`config.mk`:
```
export PLATFORM = sky130hd
export DESIGN_NAME = pc_fetch_ctrl
export DESIGN_NICKNAME = d
export VERILOG_FILES = /design/src/rtl/pc_fetch_ctrl.sv
export SDC_FILE = /design/constraint.sdc
export NUM_CORES = 1
export LEC_CHECK = 0
export ABC_AREA = 1
export CORE_MARGIN = 4
export CORE_UTILIZATION = 30
export DETAILED_ROUTE_END_ITERATION = 16
export MAX_ROUTING_LAYER = met4
export PLACE_DENSITY = 0.55
export SLEW_MARGIN = 20
export SYNTH_ARGS = -nofsm -noshare
export SYNTH_HDL_FRONTEND = slang
export SYNTH_SLANG_ARGS = --single-unit
```
`constraint.sdc`:
```
create_clock -name clk -period 1.8 [get_ports clk]
set_input_delay 0.36 -clock clk [delete_from_list [all_inputs] [get_ports clk]]
set_output_delay 0.36 -clock clk [all_outputs]
set_load 0.03 [all_outputs]
```
`src/rtl/pc_fetch_ctrl.sv`:
```
// pc_fetch_ctrl
// -----------------------------------------------------------------------------
// Instruction-fetch controller for the IF stage. Owns the architectural PC,
// issues one outstanding fetch at a time to instruction memory over a
// valid/ready handshake, and presents returned instructions to the IF/ID
// register. Handles hazard stalls and branch redirects. A redirect always
// wins over a stall. A response that belongs to a squashed fetch is dropped
// and never raises inst_valid.
//
// Ports
//   clk, rst_n    : clock and asynchronous active-low reset
//   PC_added      : PC_address + 4 from the external PC adder
//   PC_jump       : redirect target. Valid while branch_taken is high.
//   branch_taken  : redirect request from EXE (highest priority)
//   stall         : hazard unit asks IF/ID to hold
//   PC_address    : current PC register, fed to the PC adder
//   im_req_valid  : fetch request valid
//   im_req_ready  : memory accepts the request
//   im_req_addr   : fetch address, held stable while the request waits
//   im_rsp_valid  : fetch data valid
//   im_rsp_data   : fetched instruction word
//   inst_valid    : instruction available to IF/ID
//   inst, inst_PC : instruction word and its PC
// -----------------------------------------------------------------------------
module pc_fetch_ctrl #(
    parameter int                     DATA_SIZE = 32,
    parameter logic [DATA_SIZE-1:0]   RESET_PC  = '0
) (
    input  logic                  clk,
    input  logic                  rst_n,
    input  logic [DATA_SIZE-1:0]  PC_added,
    input  logic [DATA_SIZE-1:0]  PC_jump,
    input  logic                  branch_taken,
    input  logic                  stall,
    output logic [DATA_SIZE-1:0]  PC_address,
    output logic                  im_req_valid,
    input  logic                  im_req_ready,
    output logic [DATA_SIZE-1:0]  im_req_addr,
    input  logic                  im_rsp_valid,
    input  logic [DATA_SIZE-1:0]  im_rsp_data,
    output logic                  inst_valid,
    output logic [DATA_SIZE-1:0]  inst,
    output logic [DATA_SIZE-1:0]  inst_PC
);

    typedef enum logic [2:0] {
        IDLE = 3'd0,
        REQ  = 3'd1,
        WAIT = 3'd2,
        DROP = 3'd3,
        HOLD = 3'd4
    } state_t;

    state_t                state, state_nx;
    logic [DATA_SIZE-1:0]  req_addr, req_addr_nx;
    logic [DATA_SIZE-1:0]  pc_nx;
    logic                  flush_pend, flush_pend_nx;
    logic                  inst_valid_nx;
    logic                  capture;

    assign im_req_valid = (state == REQ);
    assign im_req_addr  = req_addr;

    // Next-state and next-register logic.
    always_comb begin
        // NOTE: every signal gets a default before the case so that no path
        // leaves it unassigned, which would infer a latch.
        state_nx      = state;
        pc_nx         = PC_address;
        req_addr_nx   = req_addr;
        flush_pend_nx = flush_pend;
        inst_valid_nx = inst_valid;
        capture       = 1'b0;

        unique case (state)
            IDLE: begin
                state_nx = REQ;
                if (branch_taken) begin
                    pc_nx       = PC_jump;
                    req_addr_nx = PC_jump;
                end else begin
                    req_addr_nx = PC_address;
                end
            end

            REQ: begin
                if (im_req_ready) begin
                    // The accepted fetch is stale if a redirect arrived while
                    // it waited, or arrives now. Its response must be dropped.
                    state_nx      = (branch_taken || flush_pend) ? DROP : WAIT;
                    flush_pend_nx = 1'b0;
                    if (branch_taken) begin
                        pc_nx = PC_jump;
                    end
                end else if (branch_taken) begin
                    // The request address must stay stable, so only the PC
                    // moves. The squash is remembered until acceptance.
                    pc_nx         = PC_jump;
                    flush_pend_nx = 1'b1;
                end
            end

            WAIT: begin
                if (im_rsp_valid) begin
                    if (branch_taken) begin
                        pc_nx       = PC_jump;
                        req_addr_nx = PC_jump;
                        state_nx    = REQ;
                    end else begin
                        capture       = 1'b1;
                        inst_valid_nx = 1'b1;
                        state_nx      = HOLD;
                    end
                end else if (branch_taken) begin
                    pc_nx    = PC_jump;
                    state_nx = DROP;
                end
            end

            DROP: begin
                if (im_rsp_valid) begin
                    state_nx    = REQ;
                    req_addr_nx = branch_taken ? PC_jump : PC_address;
                    if (branch_taken) begin
                        pc_nx = PC_jump;
                    end
                end else if (branch_taken) begin
                    pc_nx = PC_jump;
                end
            end

            HOLD: begin
                if (branch_taken) begin
                    inst_valid_nx = 1'b0;
                    pc_nx         = PC_jump;
                    req_addr_nx   = PC_jump;
                    state_nx      = REQ;
                end else if (!stall) begin
                    inst_valid_nx = 1'b0;
                    pc_nx         = PC_added;
                    req_addr_nx   = PC_added;
                    state_nx      = REQ;
                end
            end

            default: begin
                state_nx = IDLE;
            end
        endcase
    end

    // NOTE: state registers use non-blocking assignments so that every flop
    // samples the pre-edge values, regardless of statement order.
    always_ff @(posedge clk or negedge rst_n) begin
        if (!rst_n) begin
            state      <= IDLE;
            PC_address <= RESET_PC;
            req_addr   <= RESET_PC;
            flush_pend <= 1'b0;
            inst_valid <= 1'b0;
            inst       <= '0;
            inst_PC    <= '0;
        end else begin
            state      <= state_nx;
            PC_address <= pc_nx;
            req_addr   <= req_addr_nx;
            flush_pend <= flush_pend_nx;
            inst_valid <= inst_valid_nx;
            if (capture) begin
                inst    <= im_rsp_data;
                inst_PC <= req_addr;
            end
        end
    end

endmodule

```
==> results of run 1 <==
[metrics by stage]
step	util, %	hold slack, ns	power [mW]
2_1_floorplan	-	0.06441	10.03
3_3_place_gp	43.00	0.3261	13.76
3_5_place_dp	43.00	0.3249	13.80
4_1_cts	44.91	0.4526	16.59
5_1_grt	45.01	0.4791	17.59
6_report	45.01	0.4589	16.34
[worst max path at each step]
stage,startpoint,end,slack (ns),depth (start not counted)
3_5_place_dp,branch_taken,im_req_addr[2]$_DFFE_PN0P_,-0.18,9
4_1_cts,inst[25]$_DFFE_PN0P_,inst[25],0.005,1
3_3_place_gp,branch_taken,im_req_addr[11]$_DFFE_PN0P_,-0.14,9
6_report,state[2]$_DFFE_PN0P_,im_req_valid,0.09,4
2_1_floorplan,branch_taken,im_req_addr[10]$_DFFE_PN0P_,0.39,8
5_1_grt,state[2]$_DFFE_PN0P_,im_req_valid,0.005,4
[area by class of cell]
class | count | area (um^2)
clock buffers | 20 | 456.7
multi-input cells | 694 | 2982
flip-flops and latches | 133 | 3331
repair buffers | 265 | 2603
fillers | 2368 | 12600
well taps | 313 | 391.6
clock inverters | 9 | 130.1
inverters | 112 | 420.4
[worst reg2reg max path, cell delays in order, from the launching register on]
cell and delay, ns:
dfrtp_2 0.45, nor2_1 0.18, nand2_2 0.11, inv_1 0.13
buf_4 0.23, nand2_1 0.10, nand3_1 0.15, nand2_1 0.08
nand2_1 0.06
[cells by family (layout without fill, tap and decap cells)]
kind of cell	count (synthesis)	after routing	synth area share, %
simple gates	594	594	33.30
flops	133	133	47.07
compound gates	100	100	8.830
buf+inv	165	406	10.79
[cells in the mapped netlist]
library cell  instances
nand3_4               2
dfrtp_1             133
nand2_1             503
nand2_2               2
buf_6                11
o21ai_1               8
buf_4                 9
clkbuf_1             11
o21ai_4               1
nand3_1              70
nor2_2                1
inv_1               108
buf_2                22
inv_2                 4
a21oi_1               1
nand4_1               1
o21ai_2              30
nor2_1               15
o21ai_0              60
[where the power goes]
group	leakage [nW]	internal, mW	switching, mW
Combinational	3.81	2.64	5.27
Sequential	1.67	4.16	0.783
Clock	0.288	2.22	1.26
[metal layers]
layer	up-vias	share of wire (%)	global-route usage, %
met3	22	5.1	3.853
li1	3510	-	-
met2	186	46	26.67
met4	0	1.8	5.273
met5	-	0	-
met1	2968	47	23.77
[flip-flops by register name (all words and copies together), names as in the netlist]
signal       count
inst            32
PC_address      32
state            3
flush_pend       1
inst_PC         32
inst_valid       1
im_req_addr     32
[repair_timing]
action | in CTS | in global routing
endpoints found under the hold margin | 36 | 0
setup buffers | 0 | 2
hold buffers | 1 | 0
setup endpoints to repair | 129 | 2
gates resized for setup | 130 | 3
==> flow_summary.ini, run 1 <==
[outcome]
status = completed

[route]
wl_per_cell_um = 14.14
drt_iter0_markers = 463
drc = 0
wl_um = 21860
dr.pass1.iters = 5
viasPerCell = 4.325
postRouteAntennaNets = 0
vias = 6686

[cts]
insertion_delay_ns = 0.42
cts_root_buffer = clkbuf_16
clkTransAtPathRegs_ns = 0.06
cts_tree = done
cts_buffers = 17
htree_levels = 4
cts.sinks = 133
clock_path_buffers = 2

[die]
dieArea_um2 = 26090
initial_core_util_pct = 30.85
core_area_um2 = 22920
die_w_um = 161.5
rows = 55
ios = 232
chipHeight_um = 161.5

[setup_path]
r2r_end = im_req_addr[20]$_DFFE_PN0P_
arrival_ns = 1.35
end_kind = output pin
crit_path_start_kind = flop
reg2reg_from = state[1]$_DFFE_PN0P_
reg2reg_depth = 8
slowest_stage = dfrtp_2
critPathMaxStageDelay_ns = 0.44
path_max_fanout = 4
r2r_setup_slack_ns = 0.26
critical_path.top_delay_family = flip-flops
path_cells = inv_2 -> nand3_1 -> inv_1 -> buf_6
cp.required_ns = 1.44
critical_path_class = reg -> out
crit_buf_inv = 3

[min_path]
hold_class = in -> async

[pwr]
peakVddDrop_mv = 0.6378
p_leak_nw = 5.775
power_density_nw_per_um2 = 1585

[placed_design]
dp_cells = 1514
place_ws_ns = -0.1821
dpl_cell_area_um2 = 9853
place_congestion = 0.8873
portBuffers = 231
hpwl_um = 16250

[cells_and_area]
n_antenna_cell = 0
fin_area_um2 = 10310
layout_common_cells = 502 x nand2_1, 131 x dfrtp_1, 128 x dlygate4sd2_1
synthToLayoutAreaGrowth_pct = 45.87
final_common_cell = nand2_1
drive_gt1_share_pct = 8.678
stdcell_count = 1546
nets = 1325

[synth]
netlist_area_um2 = 7071
yosysWarningCount = 0
synth_area_leaders = dfrtp_1 47%, nand2_1 27%, inv_1 5.7%
synth_cells = 992
ys_seq_area_share_pct = 47.07
yosys.area.top_type = dfrtp_1
netlist-cell-type-count = 19
postSynthAreaPerCell_um2 = 7.128
yosys.area.top_type_share_pct = 47.07
ys_ff_latch = 133
syn_nets = 1094

[sta]
finClkSkew_ns = 0.01183
drv_slew = 0
hold_violations = 0
fmax_mhz = 586.3
tightest_slew_ns = 0.4557
fin_ws_ns = 0.09449
grt_setup_unrepaired = false
period_share_pct = 94.75
setup_viol = 0
slew_headroom_pct = 69.62
finalCriticalPeriod_ns = 1.706
timing.setup.tns_ns = 0

[grt]
overflow = 0
grt_pass1_vias = 6483
grt_pass1_wl_um = 35850
antenna_found_initial = 0
grtUsageTotal_pct = 17.61
grt_max_degree = 56

[flow_run]
cap_violations = 0
(Power assumes the default switching activity.)
==> run 2, diff against run 1 <==
- clock period: 1.8 -> 2.1 ns (I/O delays scaled with it)
==> flow_summary.ini, run 2 (same netlist as run 1, synthesis figures left out) <==
[outcome]
status = completed

[cells_and_area]
fin_area_um2 = 10340
stdcell_count = 1540
synthToLayoutAreaGrowth_pct = 46.20
final_common_cell = nand2_1
nets = 1315
drive_gt1_share_pct = 7.912
layout_common_cells = 502 x nand2_1, 229 x clkdlybuf4s50_1, 133 x dfrtp_1

[setup_path]
path_cells = clkdlybuf4s50_1
critical_path_class = reg -> out
slowest_stage = clkdlybuf4s50_1
arrival_ns = 1.59
critical_path.top_delay_family = buffers and inverters
crit_buf_inv = 1
critPathMaxStageDelay_ns = 0.71
end_kind = output pin
crit_path_start_kind = flop
path_max_fanout = 3
cp.required_ns = 1.68

[route]
viasPerCell = 4.366
wl_per_cell_um = 14.64
vias = 6724
dr.pass1.iters = 5
drt_iter0_markers = 389
postRouteAntennaNets = 0
drc = 0
wl_um = 22550

[sta]
finalCriticalPeriod_ns = 2.007
fmax_mhz = 498.2
fin_ws_ns = 0.09279
setup_viol = 0
hold_slack_ns = 0.4772
drv_slew = 0
grt_setup_unrepaired = false
period_share_pct = 95.58
tightest_slew_ns = 0.4088
timing.setup.tns_ns = 0
slew_headroom_pct = 72.74
hold_violations = 0
finClkSkew_ns = 0.006872

[cts]
htree_levels = 4
clkTransAtPathRegs_ns = 0.06
insertion_delay_ns = 0.42
clock_path_buffers = 2
cts.sinks = 133
postCtsSetupBuffers = 0
cts_resized = 0
cts_tree = done
cts_root_buffer = clkbuf_16
cts_buffers = 17

[die]
dieArea_um2 = 26090
rows = 55
initial_core_util_pct = 30.85
die_w_um = 161.5
chipHeight_um = 161.5
ios = 232
core_area_um2 = 22920

[grt]
grtUsageTotal_pct = 17.95
grt_pass1_vias = 6433
antenna_found_initial = 1
grt_max_degree = 58
grt_pass1_wl_um = 36330
overflow = 0

[placed_design]
place_congestion = 0.8959
dp_cells = 1506
hpwl_um = 16490
portBuffers = 231
dpl_cell_area_um2 = 9731
place_ws_ns = 0.005492

[pwr]
power_density_nw_per_um2 = 1430
peakVddDrop_mv = 0.5244
p_leak_nw = 5.344

[min_path]
hold_class = in -> async

[flow_run]
cap_violations = 0
## run 2: cell types whose count changed in the layout (fill, tap and decap cells not counted), sizes merged
cell,previous run,this run
clkdlybuf4s50,100,229
clkinvlp,1,2
bufinv,3,2
dlygate4sd2,128,0
clkinv,5,1
diode,0,1
clkbuf,20,18
inv,112,121
dlymetal6s2s,1,0
buf,35,25
## run 2: routing by layer
| metal | routed length [um] | share of wire (%) | vias up | global-route usage, % |
|---|---|---|---|---|
| met5 | 0 | 0 | - | - |
| met4 | 306 | 1.4 | 0 | 4.459 |
| met3 | 1243 | 5.5 | 17 | 3.828 |
| met2 | 10200 | 45 | 218 | 26.86 |
| met1 | 10800 | 48 | 3008 | 24.95 |
| li1 | - | - | 3481 | - |
## run 2: cell type report
cell class,instances,area [um^2]
fillers,2297,12580
inverters,112,420.4
diodes,1,2.502
clock buffers,18,429.2
repair buffers,255,2619
well taps,313,391.6
multi-input cells,694,2982
clock inverters,14,165.2
flip-flops and latches,133,3328
## run 2: final timing paths
path,startpoint,end,slack [ns],cells after the start
worst max-delay path,im_req_addr[20]$_DFFE_PN0P_,im_req_addr[20],0.09,1
worst min-delay path,rst_n,PC_address[23]$_DFFE_PN0P_,0.48,2
worst max register to register,state[2]$_DFFE_PN0P_,im_req_addr[23]$_DFFE_PN0P_,0.31,8
worst min register to register,inst_PC[14]$_DFFE_PN0P_,inst_PC[14]$_DFFE_PN0P_,0.48,2
max in group asynchronous,rst_n,inst[31]$_DFFE_PN0P_,0.99,3
min in group clk,inst_PC[14]$_DFFE_PN0P_,inst_PC[14]$_DFFE_PN0P_,0.48,2
## run 2: power breakdown
part	total [mW]	switching [mW]	leakage, nW	internal (mW)
combinational	7.43	4.54	3.38	2.90
sequential	4.30	0.740	1.68	3.56
clock	3.05	1.26	0.286	1.79
total	14.8	6.53	5.34	8.25
## run 2: what timing repair did
item | CTS | global route
endpoints found under the hold margin | 36 | 0
setup endpoints to repair | 0 | 0
hold buffers | 1 | 0
## run 2: per-stage QoR
step,utilization (%),power [mW]
final,45.11,14.78
after global routing,45.11,15.85
after CTS,45.10,14.98
after detailed placement,42.46,11.86
after global placement,42.46,11.83
after floorplan,-,8.599
